### src/rtl/fifo_arb_ctrl.sv
// Round-robin two-producer write arbiter and single-consumer read sequencer for an external sp_fifo.
// Optional FIFO_ARB_STATS_EN adds saturating per-producer grant counters.
module fifo_arb_ctrl #(
    parameter int unsigned DEPTH = 16,
    localparam int unsigned CW = $clog2(DEPTH) + 1
) (
    input  logic          clk,
    input  logic          rst_n,
    input  logic          p0_valid,
    input  logic [7:0]    p0_data,
    output logic          p0_ready,
    input  logic          p1_valid,
    input  logic [7:0]    p1_data,
    output logic          p1_ready,
    input  logic          c_req,
    output logic          c_ack,
    output logic          c_valid,
    output logic [7:0]    c_data,
    output logic          fifo_wr_en,
    output logic [7:0]    fifo_din,
    output logic          fifo_rd_en,
    input  logic [7:0]    fifo_dout,
    output logic [CW-1:0] count,
    output logic          full,
    output logic          empty,
`ifdef FIFO_ARB_STATS_EN
    output logic [15:0]   grant_cnt0,
    output logic [15:0]   grant_cnt1,
`endif
    output logic          underflow_err
);

    logic [CW-1:0] count_q, count_d;
    logic          last_q, last_d;  // 1: producer 1 was granted most recently
    logic          fifo_wr_en_q, fifo_wr_en_d;
    logic [7:0]    fifo_din_q, fifo_din_d;
    logic          fifo_rd_en_q, fifo_rd_en_d;
    logic          c_valid_q, c_valid_d;
    logic [7:0]    c_data_hold_q, c_data_hold_d;
    logic          underflow_q, underflow_d;
    logic          full_w, empty_w, gnt0, gnt1, ack, wr_xfer;

    always_comb begin
        full_w  = (count_q == CW'(DEPTH));
        empty_w = (count_q == '0);
        gnt0    = rst_n & p0_valid & ~full_w & (~p1_valid | last_q);
        gnt1    = rst_n & p1_valid & ~full_w & (~p0_valid | ~last_q);
        wr_xfer = gnt0 | gnt1;
        ack     = rst_n & c_req & ~empty_w;

        last_d        = last_q;
        fifo_wr_en_d  = wr_xfer;
        fifo_din_d    = fifo_din_q;
        fifo_rd_en_d  = ack;
        c_valid_d     = fifo_rd_en_q;
        c_data_hold_d = c_data_hold_q;
        underflow_d   = c_req & empty_w;
        count_d       = count_q;

        if (gnt0) begin
            last_d     = 1'b0;
            fifo_din_d = p0_data;
        end else if (gnt1) begin
            last_d     = 1'b1;
            fifo_din_d = p1_data;
        end
        if (c_valid_q) begin
            c_data_hold_d = fifo_dout;
        end
        case ({wr_xfer, ack})
            2'b10:   count_d = count_q + CW'(1);
            2'b01:   count_d = count_q - CW'(1);
            default: count_d = count_q;
        endcase
    end

    always_ff @(posedge clk or negedge rst_n) begin
        if (!rst_n) begin
            count_q       <= '0;
            last_q        <= 1'b1;
            fifo_wr_en_q  <= 1'b0;
            fifo_din_q    <= '0;
            fifo_rd_en_q  <= 1'b0;
            c_valid_q     <= 1'b0;
            c_data_hold_q <= '0;
            underflow_q   <= 1'b0;
        end else begin
            count_q       <= count_d;
            last_q        <= last_d;
            fifo_wr_en_q  <= fifo_wr_en_d;
            fifo_din_q    <= fifo_din_d;
            fifo_rd_en_q  <= fifo_rd_en_d;
            c_valid_q     <= c_valid_d;
            c_data_hold_q <= c_data_hold_d;
            underflow_q   <= underflow_d;
        end
    end

`ifdef FIFO_ARB_STATS_EN
    logic [15:0] grant_cnt0_q, grant_cnt0_d;
    logic [15:0] grant_cnt1_q, grant_cnt1_d;

    always_comb begin
        grant_cnt0_d = grant_cnt0_q;
        grant_cnt1_d = grant_cnt1_q;
        if (gnt0 && grant_cnt0_q != '1) grant_cnt0_d = grant_cnt0_q + 16'd1;
        if (gnt1 && grant_cnt1_q != '1) grant_cnt1_d = grant_cnt1_q + 16'd1;
    end

    always_ff @(posedge clk or negedge rst_n) begin
        if (!rst_n) begin
            grant_cnt0_q <= '0;
            grant_cnt1_q <= '0;
        end else begin
            grant_cnt0_q <= grant_cnt0_d;
            grant_cnt1_q <= grant_cnt1_d;
        end
    end

    assign grant_cnt0 = grant_cnt0_q;
    assign grant_cnt1 = grant_cnt1_q;
`endif

    // The sp_fifo presents read data in the cycle c_valid is high; hold it afterwards.
    assign c_data        = c_valid_q ? fifo_dout : c_data_hold_q;
    assign p0_ready      = gnt0;
    assign p1_ready      = gnt1;
    assign c_ack         = ack;
    assign c_valid       = c_valid_q;
    assign fifo_wr_en    = fifo_wr_en_q;
    assign fifo_din      = fifo_din_q;
    assign fifo_rd_en    = fifo_rd_en_q;
    assign count         = count_q;
    assign full          = full_w;
    assign empty         = empty_w;
    assign underflow_err = underflow_q;

endmodule

### config.mk
export PLATFORM = sky130hd
export DESIGN_NAME = fifo_arb_ctrl
export DESIGN_NICKNAME = d
export VERILOG_FILES = /design/src/rtl/fifo_arb_ctrl.sv
export SDC_FILE = /design/constraint.sdc
export NUM_CORES = 1
export LEC_CHECK = 0
export CAP_MARGIN = 5
export CORE_ASPECT_RATIO = 0.6
export CORE_MARGIN = 2
export CORE_UTILIZATION = 35
export CTS_CLUSTER_DIAMETER = 60
export DETAILED_ROUTE_END_ITERATION = 7
export MAX_ROUTING_LAYER = met4
export PLACE_DENSITY = 0.74
export SLEW_MARGIN = 20
export SYNTH_ARGS = -nofsm -noshare
export SYNTH_HDL_FRONTEND = slang
export SYNTH_SLANG_ARGS = --single-unit
### constraint.sdc
create_clock -name clk -period 3.5 [get_ports clk]
set_input_delay 0.7 -clock clk [delete_from_list [all_inputs] [get_ports clk]]
set_output_delay 0.7 -clock clk [all_outputs]
set_load 0.05 [all_outputs]
* Yosys cells after proc, flatten, opt, wreduce, memory -nomap -nowiden *
Cells that the tools add are included.

operators by class
  add/subtract/negate cells = 2
  eq/ne operators = 3
  mux-type cells = 6
  bitwise gates (word level) = 17
  reductions and logical operators = 3

operator list
  kind                                                 number
  two-way mux 8 bit                                    3
  one-hot mux 5 bit (2 select lines)                   1
  bitwise AND 1 bit                                    9
  adder 5 x 1 -> 5 bit, second input constant          1
  equality test 5 bit, second input constant           1
  logical NOT 5 bit                                    1
  inverter 1 bit                                       5
  subtractor 5 x 1 -> 5 bit, second input constant     1
  nonzero test 2 bit                                   2
  bitwise OR 1 bit                                     3
  equality test 2 x 1 -> 1 bit, second input constant  1
  equality test 2 bit, second input constant           1
  two-way mux 1 bit                                    2

word-level totals
  register bits = 26
  input bits = 29
  output and inout bits = 30
  word-level logic and storage cells = 39

* Depth between registers and ports, before layout *
  depth after elaboration = 7
  mapped depth = 10
  depth with buffers taken out = 9

* Worst setup path after synthesis *
No wires, ideal clock.

  path type = reg2reg
  start = register count_q[0], in the netlist count[0]
  end = register count_q[4], in the netlist count[4]
  setup time = 0.082 ns
  arrival time = 3.274 ns
  required time = 3.418 ns
  path slack = 0.143 ns
  stages on the path, launching flop included = 10
  path buffers = 0
  period minus slack after synthesis = 3.357 ns
  cell sequence = dfrtp_1 nor4_4 and2b_1 nor2_1 ha_1 ha_1 a21oi_1 a21boi_0 nor3_1 xor2_1

between the ends
  elaborated cells between the ends (all ways) = 16
  classes of those cells = add/sub: 2; eq/ne: 3; mux: 1; bitwise: 8; reduce/logical: 2

RTL lines
  element                                                                          RTL line  RTL
  from (decl)                                                                      33        logic [CW-1:0] count_q, count_d;
  from (signal assigned)                                                           88        count_q <= count_d;
  logical NOT 5 bit (*)                                                            45        empty_w = (count_q == '0);
  via empty                                                                        25        output logic empty,
  inverter 1 bit (*)                                                               49        ack = rst_n & c_req & ~empty_w;
  bitwise AND 1 bit (*)                                                            49
  via c_ack                                                                        16        output logic c_ack,
  equality test 2 x 1 -> 1 bit / equality test 2 bit (equally long branches)       70        case ({wr_xfer, ack})
  one-hot mux 5 bit (2 select lines) / nonzero test 2 bit (equally long branches)  -

The timed path passes the listed nets; every way through them passes the cells marked *.
A chain may end at the register's enable or synchronous reset.

* Worst setup path in the final report *
  start = input port rst_n
  end = output port p0_ready

between the ends
  longest elaborated chain between the ends = 3

ends and longest elaborated chain
  element                          RTL line  RTL
  from (decl)                      8         input logic rst_n,
  bitwise AND 1 bit (3 in series)  46        gnt0 = rst_n & p0_valid & ~full_w & (~p1_valid | last_q);
  to (decl)                        11        output logic p0_ready,

No other way between the ends.

==> impl_metrics.csv <==
group,metric,value,unit
routing,routed_wl,2890,um
sta,tns,0,ns
layout,syn_to_final_growth,60.7,%
floorplan,rows,16,
run,drv_cap,0,
layout,final_cell_mix,"clkdlybuf4s50_1, dfrtp_1, nor2_1, a21oi_2, mux2_2",
routing,vias,961,
cts,postCtsSetupRepairBufs,0,
sta,maxSlewViolCount,0,
grt,grtUsageTotal,0.154,
synthesis,ys_seq_elements,26,
worst_setup_path,path_class,"input pin to output pin",
grt,grt_max_degree,31,
sta,fmax,332,MHz
synthesis,syn_nets,134,
routing,wl_per_cell,14.0,um
grt,grt_pass1_vias,909,
floorplan,dieArea,4060,sq um
synthesis,synth_flop_cell,"dfrtp_1",
cts,cts_root_buf,"clkbuf_8",
cts,cts_made_buffers,3,
sta,slew_headroom,0.643,
sta,finalSetupViolCount,0,
sta,post-route-period-util,0.860,
routing,ant_nets,0,
cts,cts_tree,"yes",
power,p_total,1610,uW
synthesis,ys_warn_count,0,
sta,clock_skew,0.00136,ns
synthesis,syn_area_per_cell,12.4,sq um
routing,vias_per_cell,4.64,
floorplan,die_w,81.0,um
cts,hold_buffers,0,
synthesis,ys_types,29,
worst_setup_path,start_kind,"input pin",
outcome,outcome,"completed",
sta,finalHoldWorstSlack,0.395,ns
placement,pre_cts_ws,0.313,ns
hold_path,min_path_type,"flip-flop to flip-flop",
power,powerDensity,804,nW/um^2
hold_path,hold_depth,0,
floorplan,core-area,3320,sq um
synthesis,async_reset_ff_frac,1.00,
synthesis,synthesis.area,1240,sq um
cts,path_clk_slew,0.08,ns
worst_setup_path,critPathArrivalTime,2.31,ns
grt,antenna_found_initial,0,
routing,drt_iter0_drc,28,
synthesis,syn_inst,100,
floorplan,fp.dieH,50.2,um
cts,post_cts_resized,0,
worst_setup_path,regToRegSetupSlack,0.89,ns
synthesis,synth-edff-count,0,
cts,cts_buffer_depth,2,
worst_setup_path,endpoint_kind,"output pin",
sta,period_needed,3.01,ns
floorplan,io_pins,59,
synthesis,ys_seq_area_frac,0.524,
layout,final_layout_size_suffix_gt1_frac,0.216,
sta,finalHoldViolations,0,
placement,portBuffers,58,
sta,worst_slack,0.491,ns
routing,first_pass_iters,4,
sta,rsz0062_at_grt,"no",
grt,grt_pass1_wl,4540,um
sta,worst_pin_slew,0.533,ns
floorplan,initial_core_util,0.374,
worst_setup_path,crit_path_max_fanout,30,
routing,drc,0,
grt,grt-ovfl-total,0,
layout,final_common_cell,"clkdlybuf4s50_1",
placement,dpl.hpwl,2330,um
layout,final_nets,197,
cts,clock_latency,0.26,ns
power,leakage,0.000820,uW
worst_setup_path,ff2ff_path_depth,9,
cts,cts_max_level,1,
placement,place_congestion,0.732,
power,irDropWorstVdd,0.000402,V
layout,diodes,0,
worst_setup_path,worst_ep_required_time,2.80,ns
cts,clock-sinks,26,
-- registers in the layout, indices dropped and copies added (netlist names) --
| register | cells |
|---|---|
| c_valid | 1 |
| underflow_err | 1 |
| fifo_din | 8 |
| count | 5 |
| fifo_rd_en | 1 |
| c_data_hold_q | 8 |
| last_q | 1 |
| fifo_wr_en | 1 |
-- routing by layer --
| metal | track usage | share of wire | up-vias |
|---|---|---|---|
| li1 | - | - | 469 |
| met1 | 0.209 | 0.46 | 454 |
| met2 | 0.230 | 0.46 | 36 |
| met3 | 0.0522 | 0.074 | 2 |
| met4 | 0.0254 | 0.0066 | 0 |
| met5 | - | 0 | - |
-- cell usage after synthesis (all sizes together), types with 2 or more instances --
cell    count  area share
mux2        9       0.081
inv         2      0.0060
dfrtp      25        0.50
a21oi      13       0.089
mux2i       8       0.064
nand3       3       0.012
and2        2       0.011
clkbuf      2      0.0060
ha          4       0.040
nand2       5       0.017
nor2        9       0.027
o21ai       3       0.012
xnor2       2       0.014
xor2        2       0.014
-- where the power goes --
| group | switching (uW) | total, uW | internal (uW) |
|---|---|---|---|
| combinational | 543 | 880 | 337 |
| clock | 88.8 | 242 | 153 |
| sequential | 88.2 | 484 | 396 |
-- stage by stage --
step | cells | utilization | area (sq um)
after floorplan | 100 | - | 1240
after global placement | 203 | 0.580 | 1930
after detailed placement | 203 | 0.580 | 1930
after CTS | 207 | 0.601 | 2000
after global routing | 207 | 0.601 | 2000
final | 207 | 0.601 | 2000
-- area by class of cell --
cell class                 count  area [sq um]
tap                           45          56.3
clock inverter                 1          30.0
fill                         279          1330
multi-input combinational     68           562
sequential                    26           652
clock buffer                   3          41.3
inverter                       3          11.3
timing repair buffer          61           646
-- final timing paths --
check,from,end
hold / removal,fifo_rd_en,c_valid
setup reg to reg,count[1],count[4]
setup / recovery,rst_n,p0_ready
max in group asynchronous,rst_n,last_q
min in group asynchronous,rst_n,fifo_din[3]
hold reg to reg,fifo_rd_en,c_valid
-- kinds of logic (layout without fill, tap and decap cells) --
family / Yosys count / after routing / synth area share
flip-flops: 26 / 26 / 0.524
AO/OA/AOI/OAI: 19 / 19 / 0.120
AND/OR/NAND/NOR: 23 / 23 / 0.102
adder cells (fa/ha/maj): 5 / 5 / 0.0563
buffers and inverters: 6 / 68 / 0.0241
multiplexers: 17 / 17 / 0.146
XOR/XNOR: 4 / 4 / 0.0282
-- worst max-delay path, cell delays in order --
cell	delay, ns
clkdlybuf4s50_1	0.58
buf_12	0.23
nand2_2	0.08
a21oi_4	0.32
and2_2	0.24
buf_12	0.14
No activity file was read; power rests on OpenSTA's default activity.
